===== src/rtl/uart_pkg.sv =====
// uart_pkg: shared divisor widths, divisor type and baud-rate helpers for the UART block
package uart_pkg;
  localparam int UART_DIV_W = 16;
  localparam int UART_FRAC_W = 4;
  typedef struct packed {
    logic [UART_DIV_W-1:0] div_int;
    logic [UART_FRAC_W-1:0] div_frac;
  } baud_div_t;
  localparam int BAUD_4800 = 4800;
  localparam int BAUD_9600 = 9600;
  localparam int BAUD_19200 = 19200;
  localparam int BAUD_38400 = 38400;
  localparam int BAUD_57600 = 57600;
  localparam int BAUD_115200 = 115200;
  localparam int BAUD_230400 = 230400;
  localparam int BAUD_460800 = 460800;
  localparam int BAUD_921600 = 921600;
  function automatic baud_div_t calc_baud_div(input longint clk_hz, input longint baud, input longint oversample);
    longint d;
    d = (clk_hz * (longint'(1) << UART_FRAC_W) + baud * oversample / 2) / (baud * oversample);
    return '{div_int: UART_DIV_W'(d >> UART_FRAC_W), div_frac: UART_FRAC_W'(d)};
  endfunction
  localparam baud_div_t DEF_BAUD_DIV = calc_baud_div(50_000_000, BAUD_115200, 16);
endpackage


===== src/rtl/uart_frac_div.sv =====
// uart_frac_div: fractional cycle divider emitting one-cycle oversample ticks
module uart_frac_div import uart_pkg::*; #(
  parameter int DIV_W = UART_DIV_W,
  parameter int FRAC_W = UART_FRAC_W,
  parameter int DEF_DIV_INT = 27
) (
  input  logic clk,
  input  logic rst,
  input  logic hold,
  input  logic start,
  input  logic [DIV_W-1:0] div_int,
  input  logic [FRAC_W-1:0] div_frac,
  output logic tick_next,
  output logic tick
);
  logic [DIV_W-1:0] cnt_q, cnt_d;
  logic [FRAC_W-1:0] acc_q, acc_d;
  logic [FRAC_W:0] sum;
  logic tick_q;
  always_comb begin
    sum = {1'b0, acc_q} + {1'b0, div_frac};
    tick_next = !hold && !start && cnt_q == '0;
    acc_d = hold || start ? '0 : tick_next ? sum[FRAC_W-1:0] : acc_q;
    cnt_d = hold ? div_int
          : start ? div_int - DIV_W'(1)
          : tick_next ? div_int - DIV_W'(1) + DIV_W'(sum[FRAC_W])
          : cnt_q - DIV_W'(1);
  end
  always_ff @(posedge clk) begin
    if (rst) begin
      cnt_q <= DIV_W'(DEF_DIV_INT);
      acc_q <= '0;
      tick_q <= 1'b0;
    end else begin
      cnt_q <= cnt_d;
      acc_q <= acc_d;
      tick_q <= tick_next;
    end
  end
  assign tick = tick_q;
endmodule


===== src/rtl/uart_baud_tick_gen.sv =====
// uart_baud_tick_gen: runtime-programmable fractional baud generator emitting rx/tx tick enables
module uart_baud_tick_gen import uart_pkg::*; #(
  parameter int DIV_W = UART_DIV_W,
  parameter int FRAC_W = UART_FRAC_W,
  parameter int OVERSAMPLE = 16,
  parameter int DEF_DIV_INT = int'(DEF_BAUD_DIV.div_int),
  parameter int DEF_DIV_FRAC = int'(DEF_BAUD_DIV.div_frac)
) (
  input  logic clk,
  input  logic rst,
  input  logic enable,
  input  logic rx_resync,
  input  logic cfg_valid,
  output logic cfg_ready,
  input  logic [DIV_W-1:0] cfg_div_int,
  input  logic [FRAC_W-1:0] cfg_div_frac,
  output logic cfg_err,
  output logic rx_tick,
  output logic tx_tick,
  output logic [DIV_W+FRAC_W-1:0] active_div
);
  localparam int OS_W = $clog2(OVERSAMPLE);
  localparam logic [DIV_W+FRAC_W-1:0] DEF_DIV = {DIV_W'(DEF_DIV_INT), FRAC_W'(DEF_DIV_FRAC)};
  logic [DIV_W+FRAC_W-1:0] active_q, active_d, shadow_q, shadow_d;
  logic [OS_W-1:0] os_q, os_d;
  logic pend_q, pend_d, err_q, err_d, tx_q, tx_d;
  logic offer, apply, start, rx_next;
  always_comb begin
    offer = cfg_valid && !pend_q;
    err_d = offer && cfg_div_int < DIV_W'(2);
    apply = pend_q && (!enable || rx_resync || tx_q);
    start = enable && (rx_resync || apply);
    pend_d = (offer && !err_d) || (pend_q && !apply);
    shadow_d = offer && !err_d ? {cfg_div_int, cfg_div_frac} : shadow_q;
    active_d = apply ? shadow_q : active_q;
    tx_d = rx_next && os_q == OS_W'(OVERSAMPLE - 1);
    os_d = !enable || rx_resync || tx_d ? '0 : rx_next ? os_q + OS_W'(1) : os_q;
  end
  always_ff @(posedge clk) begin
    if (rst) begin
      active_q <= DEF_DIV;
      shadow_q <= '0;
      pend_q <= 1'b0;
      err_q <= 1'b0;
      tx_q <= 1'b0;
      os_q <= '0;
    end else begin
      active_q <= active_d;
      shadow_q <= shadow_d;
      pend_q <= pend_d;
      err_q <= err_d;
      tx_q <= tx_d;
      os_q <= os_d;
    end
  end
  uart_frac_div #(
    .DIV_W(DIV_W),
    .FRAC_W(FRAC_W),
    .DEF_DIV_INT(DEF_DIV_INT)
  ) u_frac_div (
    .clk(clk),
    .rst(rst),
    .hold(!enable),
    .start(start),
    .div_int(active_d[DIV_W+FRAC_W-1:FRAC_W]),
    .div_frac(active_d[FRAC_W-1:0]),
    .tick_next(rx_next),
    .tick(rx_tick)
  );
  assign cfg_ready = !pend_q;
  assign cfg_err = err_q;
  assign tx_tick = tx_q;
  assign active_div = active_q;
endmodule


===== config.mk =====
export PLATFORM = sky130hd
export DESIGN_NAME = uart_baud_tick_gen
export DESIGN_NICKNAME = d
export VERILOG_FILES = /design/src/rtl/uart_pkg.sv /design/src/rtl/uart_frac_div.sv /design/src/rtl/uart_baud_tick_gen.sv
export SDC_FILE = /design/constraint.sdc
export NUM_CORES = 1
export LEC_CHECK = 0
export CAP_MARGIN = 20
export CORE_ASPECT_RATIO = 0.7
export CORE_MARGIN = 8
export CORE_UTILIZATION = 35
export CTS_CLUSTER_SIZE = 25
export DETAILED_ROUTE_END_ITERATION = 12
export GPL_TIMING_DRIVEN = 0
export SLEW_MARGIN = 10
export SYNTH_ARGS = -nofsm -noshare
export SYNTH_HDL_FRONTEND = slang
export SYNTH_SLANG_ARGS = --single-unit

===== constraint.sdc =====
create_clock -name clk -period 7.59 [get_ports clk]
set_input_delay 1.1385 -clock clk [delete_from_list [all_inputs] [get_ports clk]]
set_output_delay 1.1385 -clock clk [all_outputs]
set_load 0.02 [all_outputs]

* Word-level counts from Yosys, hierarchy flattened *
Index checks and enable logic that the tools add are counted.

storage, ports and cells
  bits in registers = 68
  latch bits = 0
  bits in writable memories = 0
  bits in read-only memories = 0
  output and inout bits = 24
  logic and storage cells = 43
  memories = 0

cells by class
  add/sub/neg operators = 5
  multipliers = 0
  divide/modulo/power cells = 0
  order comparisons = 1
  eq/ne operators = 1
  shift operators = 0
  multiplexer cells = 4
  bitwise operators = 0
  reductions and logical operators = 23

operators by type and width
  operator               count
  $mux 16                3
  $sub 16x1->16 const B  2
  $mux 20                1
  $add 16x1->16          1
  $logic_not 16->1       1
  $lt 16x2->1 const B    1
  $logic_and 1x1->1      9
  $logic_or 1x1->1       6
  $add 4x4->5            1
  $logic_not 1->1        5
  $add 4x1->4 const B    1
  $eq 4x4->1 const B     1
  $reduce_or 2->1        2

* Depth between registers and ports, before layout *
Gate-level depths: netlist of run 1.

  depth in word-level cells = 12
  mapped depth = 18
  mapped depth without buffers = 15

* Modules after synthesis *
A second synthesis of run 1 with hierarchy kept.

unflattened totals
  cells, all modules = 566
  area, all modules = 4439.3 um^2

modules (own cells, without submodules)
  module              instances  cells an instance  area an instance (um^2)  seq. area each (um^2)
  uart_frac_div       1          332                2444.8                   420.4
  uart_baud_tick_gen  1          234                1994.4                   940.9

* Least setup slack after synthesis of run 1 *
OpenSTA, ideal clock, no wires.

  path type = input port to flip-flop
  start point = input rx_resync
  end point = register u_frac_div.cnt_q[15]
  setup time = 0.126 ns
  arrival time = 4.784 ns
  slack = 2.680 ns
  cell stages on the path = 15
  path buffers = 3
  cell sequence = or3b_1 buf_6 nand2_1 buf_2 buf_1 mux2i_1 ha_1 nor4b_2 nand4_1 a21boi_1 and4bb_2 xor2_1 nor4_1 xnor2_1 o21ai_1

between the ends
  word-level cells in the longest chain between the ends = 11
  elaborated cells on any way between the ends = 15
  classes of those cells = 3 x add/sub; 4 x mux; 8 x reduce/logical

ends and longest elaborated chain
  element                                                                 line                      source
  from (decl)                                                             uart_baud_tick_gen.sv:12  input logic rx_resync,
  parallel branches: the longest is 10 deep, another holds $sub 16x1->16  -
  $mux 16 (*)                                                             uart_frac_div.sv:24       cnt_d = hold ? div_int
  to (signal assigned)                                                    uart_frac_div.sv:31       cnt_q <= DIV_W'(DEF_DIV_INT);
  to (signal assigned)                                                    uart_frac_div.sv:35       cnt_q <= cnt_d;
  to (decl)                                                               uart_frac_div.sv:16       logic [DIV_W-1:0] cnt_q, cnt_d;

Every way passes the cells marked *.
A chain may end at the register's enable or synchronous reset.

* Final worst setup path of run 1 *
Same ends and word-level chain as after synthesis.

==> results.sh, run 1 <==
export IMPL_synth_cell_area_um2=4540
export IMPL_cpPeakStageDelay_ps=670
export IMPL_yosys_top_cells_area="dfxtp_1, mux2i_1, nor2_1, nand2_1, xnor2_1"
export IMPL_avgSynthCellArea_um2=8.24
export IMPL_cts_clk_slew_worst_paths_ps=50
export IMPL_hold_buffers=0
export IMPL_hp_class="reg2reg"
export IMPL_post_route_period_util=0.836
export IMPL_worstMarginPinSlew_ps=800
export IMPL_gpl_final_weighted_congestion=0.900
export IMPL_crit_required_ps=7810
export IMPL_drcViolationCount=0
export IMPL_synth_top_area_frac=0.300
export IMPL_p_per_area_nw_per_um2=176
export IMPL_cts_root_buf="clkbuf_16"
export IMPL_critPathCaptureType="register"
export IMPL_drtIter0Drc=476
export IMPL_nNetsFinal=645
export IMPL_critPathKind="in2reg"
export IMPL_antenna_cells=0
export IMPL_path_max_fanout=10
export IMPL_cts_tree="yes"
export IMPL_relSlewSlack=0.466
export IMPL_antenna_found_initial=0
export IMPL_synth_top_area_cell="dfxtp_1"
export IMPL_met2_usage=0.242
export IMPL_synth_seq_cells=68
export IMPL_busiest_layer="met2"
export IMPL_port_buffer_count=48
export IMPL_ys_flop_type="dfxtp_1"
export IMPL_vias=4467
export IMPL_hold_violations=0
export IMPL_synth_edf_count=0
export IMPL_grt_pass1_wl_mm=23.2
export IMPL_timing_hold_ws_ps=459
export IMPL_first_pass_iters=5
export IMPL_h_tree_depth=3
export IMPL_slew_viol_final=0
export IMPL_clk_latency_ps=340
export IMPL_nFillCells=1222
export IMPL_r2r_slack_ps=2260
export IMPL_drtAntennaViolNets=0
export IMPL_crit_slowest_cell="nor4b_2"
export IMPL_grtUsageMet1=0.238
export IMPL_grt_max_degree=12
export IMPL_vdd_drop_max_uv=101
export IMPL_startpoint_type="input pin"
export IMPL_synth_distinct_cells=74
export IMPL_synth_commonest_cells="nor2_1, dfxtp_1, nand2_1"
export IMPL_syn_inst=551
export IMPL_grt_use_met3=0.0541
export IMPL_status="complete, no violations"
export IMPL_yosysSeqAreaShare=0.300
export IMPL_wl_mm=14.3
export IMPL_numCtsBuffers=9
export IMPL_grt_overflow=0
export IMPL_io_pins=49
export IMPL_fp_dieW_um=152
export IMPL_vias_per_cell=5.75
export IMPL_syn_to_final_growth_pct=21.3
export IMPL_drive_gt1_frac=0.0943
export IMPL_arrival_ps=6560
export IMPL_fin_tns_setup_ps=0
export IMPL_grt_use_total=0.169
export IMPL_rsz0062_at_grt="false"
export IMPL_maxCapViolations=0
export IMPL_syn_nets=586
export IMPL_yosysWarningCount=0
export IMPL_die_h_um=111
export IMPL_grt_pass1_vias=4318
export IMPL_place_hpwl_mm=11.2
export IMPL_rows=34
export IMPL_setup_viol=0
export IMPL_cts_resized=0
export IMPL_fp_coreArea_um2=12500
export IMPL_synth_most_common_cell="nor2_1"
export IMPL_post_cts_buffers=0
export IMPL_fmax_ghz=0.158
export IMPL_clock_sinks=68
export IMPL_async_flop_share=0
export IMPL_cts_buffer_depth=2
export IMPL_period_needed_ps=6340
export IMPL_skew_ps=6.24
export IMPL_wire_per_inst_um=18.4
export IMPL_crit_path_cell_trace="clkdlybuf4s50_1 > or3b_1 > buf_6 > nand2_1 > buf_2 > buf_1 > mux2i_1 > ha_1 > nor4b_2 > nand4_1 > a21boi_1 > and4bb_2 > xor2_1 > nor4_1 > xnor2_1 > o21ai_1"
export IMPL_initial_core_util=0.362
export IMPL_die_area_um2=16900
export IMPL_p_leak_nw=2.08
[report_power, final]
group | switching [mW] | internal (mW) | leakage (nW)
clock | 0.158 | 0.253 | 0.139
sequential | 0.0160 | 0.372 | 0.554
combinational | 0.101 | 0.0695 | 1.39
[critical path: cells and delay by family]
family,cells,cell delay (ps)
AOI/OAI and AO/OA,2,560
xor gates and xnor gates,2,280
adders and majority gates,1,390
buffers and inverters,4,1530
muxes,1,470
and+or+nand+nor,6,2170
[cell type report]
cell class,count,area (um^2),share of cell area
plain buffers,30,139,0.0252
clock buffers,11,233,0.0423
clock inverters,5,52.6,0.00954
inverters,9,33.8,0.00613
multi-input cells,444,3010,0.546
flip-flops and latches,68,1360,0.247
well taps,162,203,0.0368
repair buffers,48,480,0.0872
[state kept, by name, indices dropped and copies added (netlist names)]
| signal | count |
|---|---|
| active_div | 20 |
| shadow_q | 20 |
| u_frac_div.cnt_q | 16 |
| os_q | 4 |
| u_frac_div.acc_q | 4 |
| cfg_err | 1 |
| pend_q | 1 |
| tx_tick | 1 |
| u_frac_div.tick | 1 |
[placed cells by master, fill, tap and decap left out, types with 4 or more instances in the layout]
cell	count
nor2b_1	11
o21ai_0	16
nand3_1	7
or3_1	8
nor3_1	17
a31oi_1	7
nand2_1	61
nand4_1	7
a21oi_1	25
a211oi_1	6
nor2_1	71
inv_1	9
nor4_1	12
clkbuf_16	9
or4_1	4
xnor2_1	24
ha_1	9
a211oi_2	6
and2_1	11
and4bb_2	11
o211ai_1	5
clkbuf_1	23
xor2_1	18
o22ai_1	7
and3_1	6
dfxtp_1	68
nand2b_1	5
mux2i_1	29
clkdlybuf4s50_1	48
[through the flow]
stage          utilization  cells  setup WS (ps)  instance area, um^2  total power, mW
2_1_floorplan            -    551           2680                 4540            0.504
3_3_place_gp         0.416    761           1050                 5220            0.559
3_5_place_dp         0.416    761           1050                 5220            0.563
4_1_cts              0.439    777           1390                 5510            0.977
5_1_grt              0.439    777            966                 5510             1.02
6_report             0.439    777           1250                 5510            0.969
[cells by family (layout without fill, tap and decap cells)]
| kind of cell | Yosys count | count (layout) | synth area share |
|---|---|---|---|
| adder cells (fa/ha/maj) | 10 | 10 | 0.0292 |
| flip-flops | 68 | 68 | 0.300 |
| AND/OR/NAND/NOR | 249 | 249 | 0.297 |
| XOR/XNOR | 42 | 42 | 0.0810 |
| AO/OA/AOI/OAI | 112 | 112 | 0.186 |
| multiplexers | 31 | 31 | 0.0689 |
| buffers and inverters | 39 | 103 | 0.0380 |
[path summary, 6_finish.rpt]
path,from,cells after the start,endpoint
setup / recovery,rx_resync,16,u_frac_div.cnt_q[15]
hold / removal,u_frac_div.acc_q[3],2,u_frac_div.acc_q[3]
setup reg to reg,tx_tick,15,u_frac_div.cnt_q[15]
hold reg to reg,u_frac_div.acc_q[3],2,u_frac_div.acc_q[3]
[layer usage]
layer,vias to the layer above,share of wire
met5,-,0
met1,2138,0.49
met2,187,0.41
li1,2127,-
met3,15,0.084
met4,0,0.012
No activity file was read; power rests on OpenSTA's default activity.
==> run 2, diff against run 1 <==
- clock period: 7.59 -> 5.26 ns (I/O delays scaled with it)
==> run 2 against run 1 <==
  * First-iteration DRC count up 6.3%
  * Die area unchanged
  * Critical path depth unchanged
  * Utilization up 0.61 points
  * Final cell count unchanged
  * Total power grew 45%
  * Largest power group unchanged
==> results.sh, run 2 (synthesis gave the netlist of run 1 again) <==
export IMPL_first_pass_iters=6
export IMPL_grt_overflow=0
export IMPL_initial_core_util=0.362
export IMPL_fin_tns_setup_ps=0
export IMPL_worstReg2RegStart="tx_tick"
export IMPL_reg2reg_to="u_frac_div.cnt_q[11]"
export IMPL_wl_mm=14.4
export IMPL_final_cell_mix="nor2_1, dfxtp_1, nand2_1"
export IMPL_switchingPower_mw=0.402
export IMPL_critPathKind="in2reg"
export IMPL_grt_pass1_vias=4346
export IMPL_grt_pass1_wl_mm=23.2
export IMPL_seq_power_share=0.399
export IMPL_p_int_mw=1.01
export IMPL_status="complete, no violations"
export IMPL_period_needed_ps=5020
export IMPL_numCtsBuffers=9
export IMPL_place_hpwl_mm=11.2
export IMPL_cp_depth=16
export IMPL_antenna_found_initial=0
export IMPL_path_max_fanout=10
export IMPL_setup_viol=0
export IMPL_vdd_drop_max_uv=147
export IMPL_drive_gt1_frac=0.106
export IMPL_p_leak_nw=2.08
export IMPL_power_frac_comb=0.180
export IMPL_hold_violations=0
export IMPL_die_area_um2=16900
export IMPL_clock_sinks=68
export IMPL_drcViolationCount=0
export IMPL_nNetsFinal=645
export IMPL_fp_coreArea_um2=12500
export IMPL_hold_buffers=0
export IMPL_startpoint_type="input pin"
export IMPL_power_frac_clock=0.421
export IMPL_post_cts_buffers=0
export IMPL_final_util=0.445
export IMPL_drtIter0Drc=506
export IMPL_min_from="u_frac_div.acc_q[3]"
export IMPL_cts_clk_slew_worst_paths_ps=50
export IMPL_crit_required_ps=5480
export IMPL_cts_root_buf="clkbuf_16"
export IMPL_hp_class="reg2reg"
export IMPL_vias_per_cell=5.79
export IMPL_critPathCaptureType="register"
export IMPL_die_h_um=111
export IMPL_relSlewSlack=0.484
export IMPL_critPathTopFamily="simple AND/OR/NAND/NOR gates"
export IMPL_cts_tree="yes"
export IMPL_rows=34
export IMPL_post_route_period_util=0.955
export IMPL_vias=4497
export IMPL_p_sw_frac=0.285
export IMPL_fmax_ghz=0.199
export IMPL_rsz0062_at_grt="false"
export IMPL_arrival_ps=5240
export IMPL_syn_to_final_growth_pct=23.0
export IMPL_placed_cell_area_um2=5220
export IMPL_r2r_slack_ps=750
export IMPL_grt_use_total=0.169
export IMPL_clk_latency_ps=340
export IMPL_cp_endpoint="u_frac_div.cnt_q[15]"
export IMPL_antenna_cells=0
export IMPL_cts_buffer_depth=2
export IMPL_skew_ps=7.17
export IMPL_cpPeakStageDelay_ps=520
export IMPL_finish_instance_area_um2=5580
export IMPL_crit_path_cell_trace="clkdlybuf4s50_1 > or3b_1 > buf_6 > nand2_1 > buf_4 > buf_4 > mux2i_4 > ha_4 > nor4b_4 > nand4_1 > a21boi_2 > and4bb_2 > xor2_1 > nor4_1 > xnor2_1 > o21ai_1"
export IMPL_maxCapViolations=0
export IMPL_port_buffer_count=48
export IMPL_crit_start="rx_resync"
export IMPL_io_pins=49
export IMPL_drtAntennaViolNets=0
export IMPL_fp_dieW_um=152
export IMPL_total_power_mw=1.41
export IMPL_h_tree_depth=3
export IMPL_p_per_area_nw_per_um2=252
export IMPL_worstMarginPinSlew_ps=771
export IMPL_crit_buf_inv=4
export IMPL_mostFrequentLayoutCell="nor2_1"
export IMPL_grt_max_degree=12
export IMPL_wire_per_inst_um=18.6
export IMPL_slew_viol_final=0
export IMPL_gpl_final_weighted_congestion=0.900
export IMPL_crit_top_cell="buf_4"
export IMPL_reg2reg_depth=17
export IMPL_crit_slowest_cell="clkdlybuf4s50_1"
[run 2: cell counts in the layout (fill, tap and decap cells not counted)]
No cell type changed its count.
[run 2: worst min path at each step]
stage                     slack, ps                  end  depth (start not counted)
after floorplan                 440  u_frac_div.acc_q[3]                          2
after global placement          450  u_frac_div.acc_q[3]                          2
after global routing            490  u_frac_div.acc_q[0]                          2
final                           460  u_frac_div.acc_q[3]                          2
after detailed placement        450  u_frac_div.acc_q[3]                          2
after CTS                       460  u_frac_div.acc_q[3]                          2
[run 2: metal layers]
layer / vias to the layer above / track usage / part of all wire
met5: - / 0 / 0
met4: 0 / 0.0445 / 0.015
met3: 20 / 0.0545 / 0.093
met2: 196 / 0.242 / 0.41
met1: 2156 / 0.237 / 0.49
li1: 2125 / - / -
[run 2: cell type report]
| class | count | area [um^2] |
|---|---|---|
| clock buffers | 11 | 233 |
| inverters | 9 | 33.8 |
| fillers | 1209 | 6970 |
| clock inverters | 5 | 52.6 |
| multi-input cells | 444 | 3080 |
| flip-flops and latches | 68 | 1360 |
| repair buffers | 48 | 480 |
| plain buffers | 30 | 145 |
| well taps | 162 | 203 |
[run 2: power groups by stage]
stage | Combinational [mW] | Clock (mW) | Sequential, mW
floorplan | 0.157 | 0 | 0.570
global placement | 0.237 | 0 | 0.570
detailed placement | 0.242 | 0 | 0.571
CTS | 0.246 | 0.606 | 0.560
global route | 0.275 | 0.634 | 0.565
finish | 0.254 | 0.593 | 0.562
[run 2: per-stage QoR]
step / instances / hold WS [ps] / worst slack (ps)
floorplan: 551 / 436 / 699
global placement: 761 / 446 / -928
detailed placement: 761 / 452 / -930
CTS: 777 / 462 / 54.3
global route: 777 / 493 / 34.2
finish: 777 / 460 / 239
[run 2: timing repair]
action,4_1_cts,5_1_grt
resized for setup,7,8
gates cloned,0,0
setup endpoints to repair,10,10
[run 2: tightest hold or removal path, stage by stage, from the launching register on]
cell and delay [ps]:
dfxtp_1 310, nand2_1 50, a21oi_1 50
